### config.mk
export PLATFORM = sky130hd
export DESIGN_NAME = pwm_channel_gen
export DESIGN_NICKNAME = d
export VERILOG_FILES = /design/src/rtl/pwm_pkg.sv /design/src/rtl/pwm_period_counter.sv /design/src/rtl/pwm_channel_gen.sv
export SDC_FILE = /design/constraint.sdc
export NUM_CORES = 1
export LEC_CHECK = 0
export ABC_CLOCK_PERIOD_IN_PS = 7380
export BUFFER_PORTS_ARGS = -buffer_cell sky130_fd_sc_hd__buf_2
export CAP_MARGIN = 25
export CORE_MARGIN = 4
export CORE_UTILIZATION = 55
export DETAILED_ROUTE_END_ITERATION = 10
export PLACE_DENSITY = 0.82
export SYNTH_ARGS = -nofsm -noshare
export SYNTH_HDL_FRONTEND = slang
export SYNTH_HIERARCHICAL = 1
export SYNTH_SLANG_ARGS = --single-unit
### constraint.sdc
create_clock -name i_clk -period 7.38 [get_ports i_clk]
set_clock_uncertainty 0.05 [all_clocks]
set_input_delay 0.738 -clock i_clk [delete_from_list [all_inputs] [get_ports i_clk]]
set_output_delay 0.738 -clock i_clk [all_outputs]
set_load 0.02 [all_outputs]
### src/rtl/pwm_pkg.sv
// rtl/pwm_pkg.sv - shared widths, FSM encoding and high-count helper for the PWM channels
package pwm_pkg;

  localparam int DUTY_W_DEF = 8;
  localparam int CNT_W_DEF  = 15;

  typedef enum logic {
    ST_IDLE = 1'b0,
    ST_RUN  = 1'b1
  } pwm_state_e;

  // High time in cycles; for any duty below 2^duty_w the result never exceeds fv.
  function automatic logic [31:0] calc_hi(input logic [31:0] fv,
                                          input logic [31:0] duty,
                                          input int          duty_w);
    logic [63:0] prod;
    prod = ({32'd0, fv} + 64'd1) * {32'd0, duty};
    prod = prod >> duty_w;
    return prod[31:0];
  endfunction

endpackage

### src/rtl/pwm_period_counter.sv
// rtl/pwm_period_counter.sv - period counter holding the active terminal count
module pwm_period_counter
  import pwm_pkg::*;
#(
  parameter int CNT_W = CNT_W_DEF
) (
  input  logic             i_clk,
  input  logic             i_rst,
  input  logic             i_run,
  input  logic             i_load,
  input  logic [CNT_W-1:0] i_load_fv,
  output logic [CNT_W-1:0] o_cnt_next,
  output logic             o_wrap,
  output logic             o_period_end
);

  logic [CNT_W-1:0] r_cnt;
  logic [CNT_W-1:0] r_act_fv;
  logic             w_last;

  assign w_last       = i_run && (r_cnt == r_act_fv);
  assign o_wrap       = w_last;
  assign o_period_end = w_last;

  // A load always restarts the period at zero; outside RUN the count is parked at zero.
  always_comb begin
    o_cnt_next = '0;
    if (i_run && !w_last && !i_load) begin
      o_cnt_next = r_cnt + CNT_W'(1);
    end
  end

  always_ff @(posedge i_clk) begin
    if (i_rst) begin
      r_cnt    <= '0;
      r_act_fv <= '0;
    end else begin
      r_cnt <= o_cnt_next;
      if (i_load) begin
        r_act_fv <= i_load_fv;
      end
    end
  end

endmodule

### src/rtl/pwm_channel_gen.sv
// rtl/pwm_channel_gen.sv - one PWM channel with capture handshake and period-boundary double buffering
module pwm_channel_gen
  import pwm_pkg::*;
#(
  parameter int DUTY_W = DUTY_W_DEF,
  parameter int CNT_W  = CNT_W_DEF
) (
  input  logic              i_clk,
  input  logic              i_rst,
  input  logic [DUTY_W-1:0] i_Duty,
  input  logic              i_Duty_Valid,
  input  logic [CNT_W-1:0]  i_Final_Value,
  input  logic              i_Final_Value_Valid,
  output logic              o_done,
  output logic              o_pwm,
  output logic              o_period_end,
  output logic              o_active
);

  pwm_state_e       r_state;
  pwm_state_e       w_state_next;
  logic             r_ack_pend;
  logic             r_pend_vld;
  logic             r_done;
  logic             r_pwm;
  logic [CNT_W-1:0] r_pend_fv;
  logic [CNT_W-1:0] r_pend_hi;
  logic [CNT_W-1:0] r_act_hi;
  logic [CNT_W-1:0] w_cap_hi;
  logic [CNT_W-1:0] w_hi_next;
  logic [CNT_W-1:0] w_cnt_next;
  logic             w_cap;
  logic             w_load;
  logic             w_wrap;
  logic             w_run;

  assign w_cap    = i_Duty_Valid & i_Final_Value_Valid & ~r_ack_pend;
  assign w_cap_hi = CNT_W'(calc_hi(32'(i_Final_Value), 32'(i_Duty), DUTY_W));
  assign w_run    = (r_state == ST_RUN);

  assign o_done   = r_done;
  assign o_pwm    = r_pwm;
  assign o_active = w_run;

  pwm_period_counter #(
    .CNT_W (CNT_W)
  ) u_counter (
    .i_clk        (i_clk),
    .i_rst        (i_rst),
    .i_run        (w_run),
    .i_load       (w_load),
    .i_load_fv    (r_pend_fv),
    .o_cnt_next   (w_cnt_next),
    .o_wrap       (w_wrap),
    .o_period_end (o_period_end)
  );

  always_ff @(posedge i_clk) begin
    if (i_rst) begin
      r_state <= ST_IDLE;
    end else begin
      r_state <= w_state_next;
    end
  end

  // A zero terminal count means the channel is disabled.
  always_comb begin
    w_state_next = r_state;
    case (r_state)
      ST_IDLE: if (r_pend_vld && (r_pend_fv != '0)) w_state_next = ST_RUN;
      ST_RUN:  if (w_wrap && r_pend_vld && (r_pend_fv == '0)) w_state_next = ST_IDLE;
      default: w_state_next = ST_IDLE;
    endcase
  end

  always_comb begin
    w_load = 1'b0;
    case (r_state)
      ST_IDLE: w_load = r_pend_vld;
      ST_RUN:  w_load = w_wrap & r_pend_vld;
      default: w_load = 1'b0;
    endcase
    w_hi_next = w_load ? r_pend_hi : r_act_hi;
  end

  // The boundary load consumes the old pending pair before a same-cycle capture refills it.
  always_ff @(posedge i_clk) begin
    if (i_rst) begin
      r_done     <= 1'b0;
      r_ack_pend <= 1'b0;
      r_pend_vld <= 1'b0;
      r_pend_fv  <= '0;
      r_pend_hi  <= '0;
      r_act_hi   <= '0;
      r_pwm      <= 1'b0;
    end else begin
      r_done <= w_cap;
      if (w_cap) begin
        r_ack_pend <= 1'b1;
      end else if (!(i_Duty_Valid && i_Final_Value_Valid)) begin
        r_ack_pend <= 1'b0;
      end
      if (w_cap) begin
        r_pend_fv  <= i_Final_Value;
        r_pend_hi  <= w_cap_hi;
        r_pend_vld <= 1'b1;
      end else if (w_load) begin
        r_pend_vld <= 1'b0;
      end
      if (w_load) begin
        r_act_hi <= r_pend_hi;
      end
      r_pwm <= (w_state_next == ST_RUN) && (w_cnt_next < w_hi_next);
    end
  end

endmodule

==> results.json <==
{
  "timing.critical_path.mode_cell": "fa_1",
  "area_growth_pct": 7.253,
  "leakage_nw": 3.733,
  "synth_top_area_share_pct": 21.15,
  "syn_inst": 884,
  "yosysTopAreaCell": "fa_1",
  "cts_buffers": 9,
  "combPwrFrac_pct": 57.4,
  "worst_slew_pin_slew_ns": 0.9089,
  "portBuffers": 30,
  "vias_per_cell": 5.708,
  "wl_um": 17480,
  "htreeDepth": 3,
  "cts_root_buf": "clkbuf_16",
  "antenna_found_initial": 0,
  "numClockSinks": 80,
  "p_per_area_nw_per_um2": 270.0,
  "clockBufferDepth": 2,
  "core_area_um2": 13830,
  "die_h_um": 126.8,
  "synth_edf_count": 0,
  "grt_first_pass_wirelength_um": 29900,
  "ant_nets": 0,
  "synthTopCellsByCount": "105 x inv_1, 82 x fa_1, 80 x dfxtp_1",
  "critical_path_class": "input port to flop",
  "syn_area_per_cell_um2": 8.781,
  "critPathLaunchType": "input port",
  "yosys_warnings": 6,
  "swShare_pct": 42.58,
  "drc": 0,
  "rsz0062_at_grt": "no",
  "slew_headroom_pct": 38.97,
  "fin_crit_sh_pct": 83.53,
  "synth.most_common_cell": "inv_1",
  "final_nets": 1055,
  "synthArstFlopShare_pct": 0,
  "critPathArrivalTime_ns": 6.33,
  "p_sw_mw": 0.9572,
  "ff2ff_path_depth": 17,
  "yosysUniqueCellTypes": 62,
  "drtPass1Iterations": 5,
  "hpwl_um": 13260,
  "final_core_util_pct": 60.21,
  "synth_fp_nets": 1048,
  "wl_per_cell_um": 16.24,
  "finalSetupTns_ns": 0,
  "cts_setup_buffers": 0,
  "vdd_drop_max_uv": 160.3,
  "fin_area_um2": 8325,
  "p_int_mw": 1.291,
  "hold_path.class": "flop to flop",
  "placed_area_um2": 8011,
  "cts_tree": "yes",
  "p_clk_share_pct": 20.3,
  "fmax_mhz": 162.2,
  "cts_resized": 0,
  "first_iter_violations": 430,
  "pin_count": 31,
  "status": "finished, final reports clean",
  "die_w_um": 126.8,
  "fill_cells": 1163,
  "drive_above_1_share_pct": 8.036,
  "gp_congestion": 0.8955,
  "maxSlewViolCount": 0,
  "yosysSeqAreaShare_pct": 20.63,
  "worstPathMaxFanout": 11,
  "placementRows": 43,
  "cp-end-kind": "flop",
  "clk_latency_ns": 0.33,
  "grt_max_degree": 63,
  "overflow": 0,
  "synth_ff_type": "dfxtp_1",
  "detailroute.via_count": 6142,
  "crit_chain": "buf_2 > ha_1 > nand3_1 > nor2_1 > nand3_1 > xor2_1 > nor2b_1 > fa_1 > fa_1 > fa_1 > inv_1 > fa_1 > inv_1 > ha_1 > a21o_1 > a221oi_1 > o21ai_0 > a31o_2 > mux2i_1 > o221a_1",
  "crit_slowest_cell": "xor2_1",
  "synthTopCellsByArea": "fa_1 21%, dfxtp_1 21%, ha_1 8.9%, nor2b_1 6.0%, inv_1 5.1%",
  "ys_ff_latch": 80,
  "slowest_delay_ns": 0.62,
  "max-cap-violations": 0,
  "worstHoldPathCells": 2,
  "cts.clk_slew.worst_paths_ns": 0.06,
  "track_usage_pct": 22.54,
  "p_seq_share_pct": 22.2,
  "setup-violations-final": 0,
  "dieArea_um2": 16080,
  "diodes": 0,
  "worst_ep_required_time_ns": 7.55,
  "cts.hold.buffers_added": 0,
  "start_util_pct": 56.14,
  "min_period_ns": 6.165,
  "finalHoldViolCount": 0,
  "grt_pass1_vias": 6384,
  "syn-cell-area_um2": 7762
}
-- state kept, by name, indices dropped and copies added (netlist names) --
register,flops
r_pend_hi,15
r_act_hi,15
r_pend_vld,1
o_done,1
r_ack_pend,1
o_active,1
u_counter/r_cnt,15
u_counter/r_act_fv,15
o_pwm,1
r_pend_fv,15
-- worst paths after layout --
kind	from	slack, ns	to
setup / recovery	i_Final_Value[0]	1.22	r_pend_hi[13]
hold / removal	r_pend_hi[12]	0.41	r_pend_hi[12]
setup reg to reg	u_counter/r_cnt[6]	2.14	o_pwm
hold reg to reg	r_pend_hi[12]	0.41	r_pend_hi[12]
-- layout by cell type (no fill, tap or decap), types with 5 or more instances in the layout --
cell	instances
and2_1	20
buf_2	30
xnor2_1	36
nor4_1	6
nand2b_1	15
mux2i_1	32
a21o_1	15
inv_1	105
xor2_1	14
nand3_1	16
clkbuf_16	9
a21oi_1	37
and3_1	10
nor3_1	33
nor2b_1	74
and2_2	5
dfxtp_1	80
nor2_1	54
nand2_1	67
o21ai_0	12
nand4_1	16
fa_1	82
ha_1	55
-- power groups by stage --
stage	clock, mW	combinational, mW	sequential, mW
floorplan	0	1.01	0.500
global placement	0	1.24	0.507
detailed placement	0	1.28	0.508
CTS	0.462	1.28	0.499
global route	0.483	1.47	0.503
finish	0.457	1.29	0.499
-- critical path, delay by kind of cell --
kind | cells | cell delay, ns
AND/OR/NAND/NOR | 4 | 0.74
buffers and inverters | 3 | 0.30
XOR/XNOR | 1 | 0.62
AO/OA/AOI/OAI | 5 | 1.13
adder cells (fa/ha/maj) | 6 | 2.67
multiplexers | 1 | 0.13
-- cells by family after synthesis --
kind of cell / synth area share [%]
adder cells (fa/ha/maj): 30.01
AO/OA/AOI/OAI: 8.994
XOR/XNOR: 5.642
multiplexers: 4.126
buffers and inverters: 7.205
flip-flops: 20.63
AND/OR/NAND/NOR: 23.39
-- per-layer routing --
metal  GRT usage [%]  vias up  wire [µm]
met5               0        -          0
met2           40.04      152       8909
met1           29.12     3052       7650
li1                -     2916          -
met3           2.947       22        716
met4           5.552        0        200
-- final cells by class --
cell class / instances / area [µm²] / share of cell area (%)
clock buffer: 10 / 239.0 / 2.870
clock inverter: 6 / 75.07 / 0.9017
inverter: 105 / 394.1 / 4.734
multi-input combinational: 661 / 5610 / 67.39
sequential: 80 / 1602 / 19.24
tap: 180 / 225.2 / 2.705
timing repair buffer: 34 / 180.2 / 2.164
-- metrics by stage --
stage	instances	power, mW	hold WS, ns	setup WS (ns)
after floorplan	884	1.513	0.3812	1.670
after global placement	1060	1.745	0.3947	1.060
after detailed placement	1060	1.783	0.3975	0.9300
after CTS	1076	2.245	0.4074	1.262
after global routing	1076	2.455	0.4460	0.8425
final	1076	2.248	0.4067	1.215
(Power assumes the default switching activity.)
